$ cat src/rtl/uart_ascii_report_sender.sv
// Report sender for the ASCII command path: echoes loopback bytes and formats
// watch / SR04 / temperature / humidity values into CRLF-terminated lines for uart_tx.
module uart_ascii_report_sender #(
  parameter int LOOP_FIFO_DEPTH = 16,
  parameter int LOOPBACK_EN     = 1
) (
  input  logic       iClk,
  input  logic       iRstn,
  input  logic [7:0] iLoopData,
  input  logic       iLoopValid,
  input  logic       iReqWatchRpt,
  input  logic       iReqSr04Rpt,
  input  logic       iReqTempRpt,
  input  logic       iReqHumRpt,
  input  logic [4:0] iWatchHour,
  input  logic [5:0] iWatchMin,
  input  logic [5:0] iWatchSec,
  input  logic [8:0] iSr04Cm,
  input  logic [7:0] iTempC,
  input  logic [7:0] iHumPct,
  output logic [7:0] oTxData,
  output logic       oTxValid,
  input  logic       iTxReady,
  output logic       oBusy,
  output logic       oLoopDrop
);

  localparam int              AW       = $clog2(LOOP_FIFO_DEPTH);
  localparam logic [AW:0]     FULL_CNT = (AW+1)'(LOOP_FIFO_DEPTH);
  localparam bit              LOOP_ON  = (LOOPBACK_EN != 0);

  typedef enum logic [2:0] {IDLE, SNAP, CONV, SEND, ECHO} stateT;
  typedef enum logic [1:0] {RPT_WATCH, RPT_SR04, RPT_TEMP, RPT_HUM} rptT;

  stateT       state;
  rptT         rptKind;
  logic [3:0]  byteIdx;
  logic [3:0]  shiftCnt;
  logic [1:0]  fieldIdx;
  logic [8:0]  convBin;
  logic [11:0] convBcd;
  logic [11:0] bcdNext;
  logic [8:0]  snapF1;
  logic [8:0]  snapF2;
  logic [11:0] bcdF0;
  logic [7:0]  bcdF1;
  logic [7:0]  bcdF2;
  logic [8:0]  selVal [3];

  logic [3:0]  pend;
  logic [3:0]  reqVec;
  logic [3:0]  pendClr;

  logic [7:0]  fifoMem [LOOP_FIFO_DEPTH];
  logic [AW:0] wrPtr;
  logic [AW:0] rdPtr;
  logic        fifoEmpty;
  logic        fifoFull;
  logic        fifoWr;
  logic        fifoRd;
  logic [7:0]  fifoHead;
  logic        txFire;

  // ---------------------------------------------------------------------------
  // Helpers: double-dabble step and line formatting
  // ---------------------------------------------------------------------------
  function automatic logic [3:0] dabAdj(input logic [3:0] d);
    return (d >= 4'd5) ? d + 4'd3 : d;
  endfunction

  function automatic logic [11:0] dabStep(input logic [11:0] bcd, input logic inBit);
    logic [11:0] adj;
    adj = {dabAdj(bcd[11:8]), dabAdj(bcd[7:4]), dabAdj(bcd[3:0])};
    return (adj << 1) | {11'd0, inBit};
  endfunction

  function automatic logic [7:0] asc(input logic [3:0] d);
    return {4'h3, d};
  endfunction

  function automatic logic [3:0] lineLast(input rptT kind);
    unique case (kind)
      RPT_WATCH: return 4'd11;
      RPT_SR04:  return 4'd8;
      default:   return 4'd7;
    endcase
  endfunction

  function automatic logic [7:0] lineByte(input rptT kind, input logic [3:0] idx,
                                          input logic [11:0] f0, input logic [7:0] f1,
                                          input logic [7:0] f2);
    logic [7:0] b;
    b = 8'h0A;
    if (kind == RPT_WATCH) begin
      case (idx)
        4'd0:    b = "W";
        4'd1:    b = " ";
        4'd2:    b = asc(f0[7:4]);
        4'd3:    b = asc(f0[3:0]);
        4'd4:    b = ":";
        4'd5:    b = asc(f1[7:4]);
        4'd6:    b = asc(f1[3:0]);
        4'd7:    b = ":";
        4'd8:    b = asc(f2[7:4]);
        4'd9:    b = asc(f2[3:0]);
        4'd10:   b = 8'h0D;
        default: b = 8'h0A;
      endcase
    end else begin
      // Single-field lines share "X NNN" and differ only in the suffix.
      case (idx)
        4'd0: begin
          unique case (kind)
            RPT_SR04: b = "D";
            RPT_TEMP: b = "T";
            default:  b = "H";
          endcase
        end
        4'd1: b = " ";
        4'd2: b = asc(f0[11:8]);
        4'd3: b = asc(f0[7:4]);
        4'd4: b = asc(f0[3:0]);
        4'd5: begin
          unique case (kind)
            RPT_SR04: b = "c";
            RPT_TEMP: b = "C";
            default:  b = "%";
          endcase
        end
        4'd6:    b = (kind == RPT_SR04) ? "m" : 8'h0D;
        4'd7:    b = (kind == RPT_SR04) ? 8'h0D : 8'h0A;
        default: b = 8'h0A;
      endcase
    end
    return b;
  endfunction

  // ---------------------------------------------------------------------------
  // Loopback FIFO
  // ---------------------------------------------------------------------------
  assign txFire    = oTxValid && iTxReady;
  assign fifoEmpty = (wrPtr == rdPtr);
  assign fifoFull  = ((wrPtr - rdPtr) == FULL_CNT);
  // NOTE: full is judged before this cycle's pop, so a write racing a pop on a full FIFO is dropped.
  assign fifoWr    = LOOP_ON && iLoopValid && !fifoFull;
  assign fifoRd    = (state == ECHO) && txFire;
  assign fifoHead  = fifoMem[rdPtr[AW-1:0]];

  // NOTE: the storage array has no reset; only the pointers define what is valid.
  always_ff @(posedge iClk) begin
    if (fifoWr) fifoMem[wrPtr[AW-1:0]] <= iLoopData;
  end

  always_ff @(posedge iClk or negedge iRstn) begin
    if (!iRstn) begin
      wrPtr     <= '0;
      rdPtr     <= '0;
      oLoopDrop <= 1'b0;
    end else begin
      if (fifoWr) wrPtr <= wrPtr + 1'b1;
      if (fifoRd) rdPtr <= rdPtr + 1'b1;
      oLoopDrop <= LOOP_ON && iLoopValid && fifoFull;
    end
  end

  // ---------------------------------------------------------------------------
  // Request latching
  // ---------------------------------------------------------------------------
  assign reqVec  = {iReqHumRpt, iReqTempRpt, iReqSr04Rpt, iReqWatchRpt};
  assign pendClr = (state == SNAP) ? (4'b0001 << rptKind) : 4'b0000;

  // A pulse coinciding with the clear wins, so the report is sent again.
  always_ff @(posedge iClk or negedge iRstn) begin
    if (!iRstn) pend <= 4'b0000;
    else        pend <= (pend & ~pendClr) | reqVec;
  end

  assign oBusy = (state != IDLE) || !fifoEmpty || (|pend);

  // ---------------------------------------------------------------------------
  // Field selection and conversion datapath
  // ---------------------------------------------------------------------------
  always_comb begin
    selVal[0] = '0;
    selVal[1] = '0;
    selVal[2] = '0;
    unique case (rptKind)
      RPT_WATCH: begin
        selVal[0] = {4'd0, iWatchHour};
        selVal[1] = {3'd0, iWatchMin};
        selVal[2] = {3'd0, iWatchSec};
      end
      RPT_SR04: selVal[0] = iSr04Cm;
      RPT_TEMP: selVal[0] = {1'b0, iTempC};
      default:  selVal[0] = {1'b0, iHumPct};
    endcase
  end

  assign bcdNext = dabStep(convBcd, convBin[8]);

  // ---------------------------------------------------------------------------
  // Control FSM with registered TX outputs
  // ---------------------------------------------------------------------------
  always_ff @(posedge iClk or negedge iRstn) begin
    if (!iRstn) begin
      state    <= IDLE;
      rptKind  <= RPT_WATCH;
      byteIdx  <= '0;
      shiftCnt <= '0;
      fieldIdx <= '0;
      convBin  <= '0;
      convBcd  <= '0;
      snapF1   <= '0;
      snapF2   <= '0;
      bcdF0    <= '0;
      bcdF1    <= '0;
      bcdF2    <= '0;
      oTxData  <= 8'h00;
      oTxValid <= 1'b0;
    end else begin
      case (state)
        IDLE: begin
          if (!fifoEmpty) begin
            oTxData  <= fifoHead;
            oTxValid <= 1'b1;
            state    <= ECHO;
          end else if (|pend) begin
            state <= SNAP;
            if (pend[0])      rptKind <= RPT_WATCH;
            else if (pend[1]) rptKind <= RPT_SR04;
            else if (pend[2]) rptKind <= RPT_TEMP;
            else              rptKind <= RPT_HUM;
          end
        end

        SNAP: begin
          convBin  <= selVal[0];
          snapF1   <= selVal[1];
          snapF2   <= selVal[2];
          convBcd  <= '0;
          shiftCnt <= '0;
          fieldIdx <= '0;
          state    <= CONV;
        end

        CONV: begin
          convBin  <= convBin << 1;
          convBcd  <= bcdNext;
          shiftCnt <= shiftCnt + 4'd1;
          if (shiftCnt == 4'd8) begin
            shiftCnt <= '0;
            convBcd  <= '0;
            case (fieldIdx)
              2'd0:    bcdF0 <= bcdNext;
              2'd1:    bcdF1 <= bcdNext[7:0];
              default: bcdF2 <= bcdNext[7:0];
            endcase
            if (rptKind == RPT_WATCH && fieldIdx != 2'd2) begin
              fieldIdx <= fieldIdx + 2'd1;
              convBin  <= (fieldIdx == 2'd0) ? snapF1 : snapF2;
            end else begin
              // The leading letter does not depend on the digits still being written.
              byteIdx  <= '0;
              oTxData  <= lineByte(rptKind, 4'd0, bcdF0, bcdF1, bcdF2);
              oTxValid <= 1'b1;
              state    <= SEND;
            end
          end
        end

        SEND: begin
          if (txFire) begin
            if (byteIdx == lineLast(rptKind)) begin
              oTxValid <= 1'b0;
              state    <= IDLE;
            end else begin
              byteIdx <= byteIdx + 4'd1;
              oTxData <= lineByte(rptKind, byteIdx + 4'd1, bcdF0, bcdF1, bcdF2);
            end
          end
        end

        ECHO: begin
          if (txFire) begin
            oTxValid <= 1'b0;
            state    <= IDLE;
          end
        end

        default: state <= IDLE;
      endcase
    end
  end

endmodule

$ cat config.mk
export PLATFORM = sky130hd
export DESIGN_NAME = uart_ascii_report_sender
export DESIGN_NICKNAME = d
export VERILOG_FILES = /design/src/rtl/uart_ascii_report_sender.sv
export SDC_FILE = /design/constraint.sdc
export NUM_CORES = 1
export LEC_CHECK = 0
export BUFFER_PORTS_ARGS = -buffer_cell sky130_fd_sc_hd__buf_2
export CORE_MARGIN = 2
export CORE_UTILIZATION = 55
export CTS_CLUSTER_DIAMETER = 40
export DETAILED_ROUTE_END_ITERATION = 10
export PLACE_DENSITY = 0.78
export SLEW_MARGIN = 5
export SYNTH_ARGS = -nofsm -noshare
export SYNTH_HDL_FRONTEND = slang
export SYNTH_SLANG_ARGS = --single-unit
$ cat constraint.sdc
create_clock -name iClk -period 9.2 [get_ports iClk]
set_clock_uncertainty 0.05 [all_clocks]
set_input_delay 1.38 -clock iClk [delete_from_list [all_inputs] [get_ports iClk]]
set_output_delay 1.38 -clock iClk [all_outputs]
set_load 0.1 [all_outputs]
==> metrics.cfg <==
[timing]
finalCritPeriodShare_pct = 55.9
finalMaxSlewViolations = 0
hold_viol = 0
max_slew.worst_pin.slew_ns = 1.22
timing.slew.headroom_pct = 18.3
min_period_ns = 5.14
rsz0062_at_grt = no
setup_viol = 0
clock.fmax_mhz = 195
setup_tns_ns = 0
setup_slack_ns = 4.06

[pwr]
swShare_pct = 34.6
pwr-share-comb_pct = 29.7
p_clk_share_pct = 34.1
switching_power_mw = 1.26
p_total_mw = 3.63
power_density_nw_per_um2 = 288
irDropWorstVdd_v = 0.000232
p_seq_share_pct = 36.2
p_leak_nw = 4.94
p_int_mw = 2.37

[clocking]
cts.repair.resized = 0
clk_path_buf_depth = 3
cts_root_buffer = clkbuf_16
post_cts_buffers = 0
clock_sinks = 228
cts.htree.levels = 1
cts_tree = built
hold_buffers = 0
clk_latency_ns = 0.56
path_clk_slew_ns = 0.06
numCtsBuffers = 31

[setup_path]
cpMaxStageDelayCell = dfrtp_1
path_cells = inv_1 > ha_1 > and4_1 > nand2_1 > nor4_1 > nand3_1 > buf_2
crit_path_end_kind = primary output
path_delay_family = simple AND/OR/NAND/NOR gates
cp-start-kind = flip-flop
path_max_fanout = 19
arrival_ns = 3.71
timing.rr.start = rdPtr[2]
reg2regPathDepth = 8
critPathLaunch = rdPtr[2]
reg2reg_slack_ns = 5.03
max_stage_delay_ns = 0.86
cp_num_buf_inv = 2
reg2reg_to = fifoMem[7][1]
required_ns = 7.77
worstSetupPathType = flip-flop to primary output

[global_routing]
antenna_found_initial = 0
grt_pass1_vias = 7634
grt_max_degree = 69
track_usage_pct = 25.2
grt_first_pass_wirelength_mm = 42.4
overflow = 0

[final_layout]
n_antenna_cell = 0
nNetsFinal = 1049
area.growth.synth_to_final_pct = 14.2
final_cell_mix = edfxtp_1, nand2_1, dfrtp_1
fill_cells = 1435
drive_above_1_share_pct = 19.5
mostFrequentLayoutCell = edfxtp_1

[route]
ant_nets = 0
drc = 0
initialDrtViolationCount = 790
wl_per_cell_um = 21.3
drt-total-wl_mm = 26.6
drt-pass1-iter-count = 5
via_per_inst = 6.09
dr_total_vias = 7610

[status]
status = completed

[floorplanning]
rows = 51
die_y_um = 146
die-width_um = 146
boundaryPins = 69
die_area_um2 = 21200
start_util_pct = 56.3
core_um2 = 19600

[min_path]
worstHoldPathCells = 2
min_path_type = flip-flop to flip-flop
min_to = snapF2[1]
hp-start = snapF2[1]

[job]
drv_cap = 0

[synth]
synthArstFlopShare_pct = 43.9
synth_area_per_cell_um2 = 12.2
synth_compound_gate_area_share_pct = 12.3
synth_cells = 903
synth_nets = 993
synth_seq_cells = 228
synth_top_family_by_area = compound AO/OA/AOI/OAI gates
synth_fa_ha_area_share_pct = 3.63
synth_xor_area_share_pct = 1.35
synth_edf_count = 128
muxShareOfSynthArea_pct = 9.95
yosysWarnings = 0
synthSimpleGateAreaFrac_pct = 12.0
ys_types = 68
synth.cell_area_um2 = 11000
ys.flop_type = edfxtp_1
yosysSeqAreaShare_pct = 57.5

[placed_design]
dp_hpwl_mm = 17.3
place.gp.congestion = 0.911
io_buffers = 68
place_ws_ns = 4.67

[metal layers]
metal | share of wire (%) | routed length (µm) | GRT usage, % | up-vias
met5 | 0 | 0 | 0 | -
met4 | 2.7 | 718 | 7.50 | 0
met3 | 5.7 | 1510 | 4.51 | 61
met2 | 49 | 13200 | 41.0 | 261
met1 | 42 | 11200 | 35.1 | 3792
li1 | - | - | - | 3496
[sequential cells by signal, indices dropped and copies added, names as in the netlist]
signal     flops
convBin        9
snapF2         6
bcdF2          8
fifoMem      128
shiftCnt       4
oLoopDrop      1
rdPtr          5
bcdF1          8
state          3
byteIdx        4
convBcd       12
wrPtr          5
fieldIdx       2
pend           4
snapF1         6
rptKind        2
bcdF0         12
oTxValid       1
oTxData        8
[kinds of logic (layout without fill, tap and decap cells)]
| group | after synthesis | after routing |
|---|---|---|
| xor gates and xnor gates | 17 | 17 |
| muxes | 63 | 63 |
| buffers and inverters | 83 | 164 |
| and+or+nand+nor | 277 | 277 |
| AOI/OAI and AO/OA | 203 | 203 |
| adders and majority gates | 32 | 32 |
| DFF | 228 | 228 |
[power by group through the flow]
| stage | sequential (mW) | clock (mW) | combinational, mW |
|---|---|---|---|
| after detailed placement | 1.33 | 0 | 1.05 |
| final | 1.31 | 1.24 | 1.08 |
| after CTS | 1.31 | 1.25 | 1.07 |
| after global routing | 1.33 | 1.30 | 1.16 |
| after global placement | 1.32 | 0 | 1.04 |
| after floorplan | 1.42 | 0 | 0.686 |
[tightest hold or removal path: stages, from the launching register on]
cell,delay (ns)
dfrtp_1,0.34
nand2_1,0.05
nand2_1,0.05
[synthesized netlist by cell type, types with 10 or more instances]
cell | instances | area [µm²]
mux2_2 | 18 | 203
inv_1 | 31 | 116
and2_1 | 12 | 75.1
clkbuf_1 | 30 | 113
nor2_1 | 44 | 165
ha_1 | 32 | 400
o21ai_0 | 56 | 280
edfxtp_1 | 128 | 3840
mux4_2 | 30 | 676
nand2_1 | 124 | 465
xnor2_1 | 14 | 123
nor3b_1 | 12 | 90.1
a21oi_1 | 46 | 230
a31oi_1 | 11 | 68.8
nand3_1 | 34 | 170
dfrtp_1 | 100 | 2500
buf_2 | 12 | 60.1
mux2i_1 | 10 | 100
[worst max-delay path by stage]
stage             to  slack [ns]  depth (start not counted)
2_1_floorplan  oBusy        4.92                          7
3_3_place_gp   oBusy        4.78                          7
3_5_place_dp   oBusy        4.67                          7
4_1_cts        oBusy        4.05                          7
5_1_grt        oBusy        3.78                          7
6_report       oBusy        4.06                          7
[through the flow]
| step | util [%] | std cells | cell area [µm²] | hold slack, ns |
|---|---|---|---|---|
| floorplan | - | 903 | 11000 | 0.383 |
| global placement | 58.8 | 1191 | 11500 | 0.397 |
| detailed placement | 58.8 | 1191 | 11500 | 0.406 |
| CTS | 64.3 | 1249 | 12600 | 0.418 |
| global route | 64.3 | 1249 | 12600 | 0.448 |
| finish | 64.3 | 1249 | 12600 | 0.418 |
[final cells by class]
class / instances / area (µm²) / share of cell area (%)
inverter: 31 / 116 / 0.923
tap: 265 / 332 / 2.63
multi-input combinational: 592 / 4330 / 34.3
sequential: 228 / 6350 / 50.4
clock buffer: 37 / 818 / 6.49
clock inverter: 21 / 272 / 2.15
timing repair buffer: 75 / 395 / 3.14
Power figures use the tool's default switching activity.
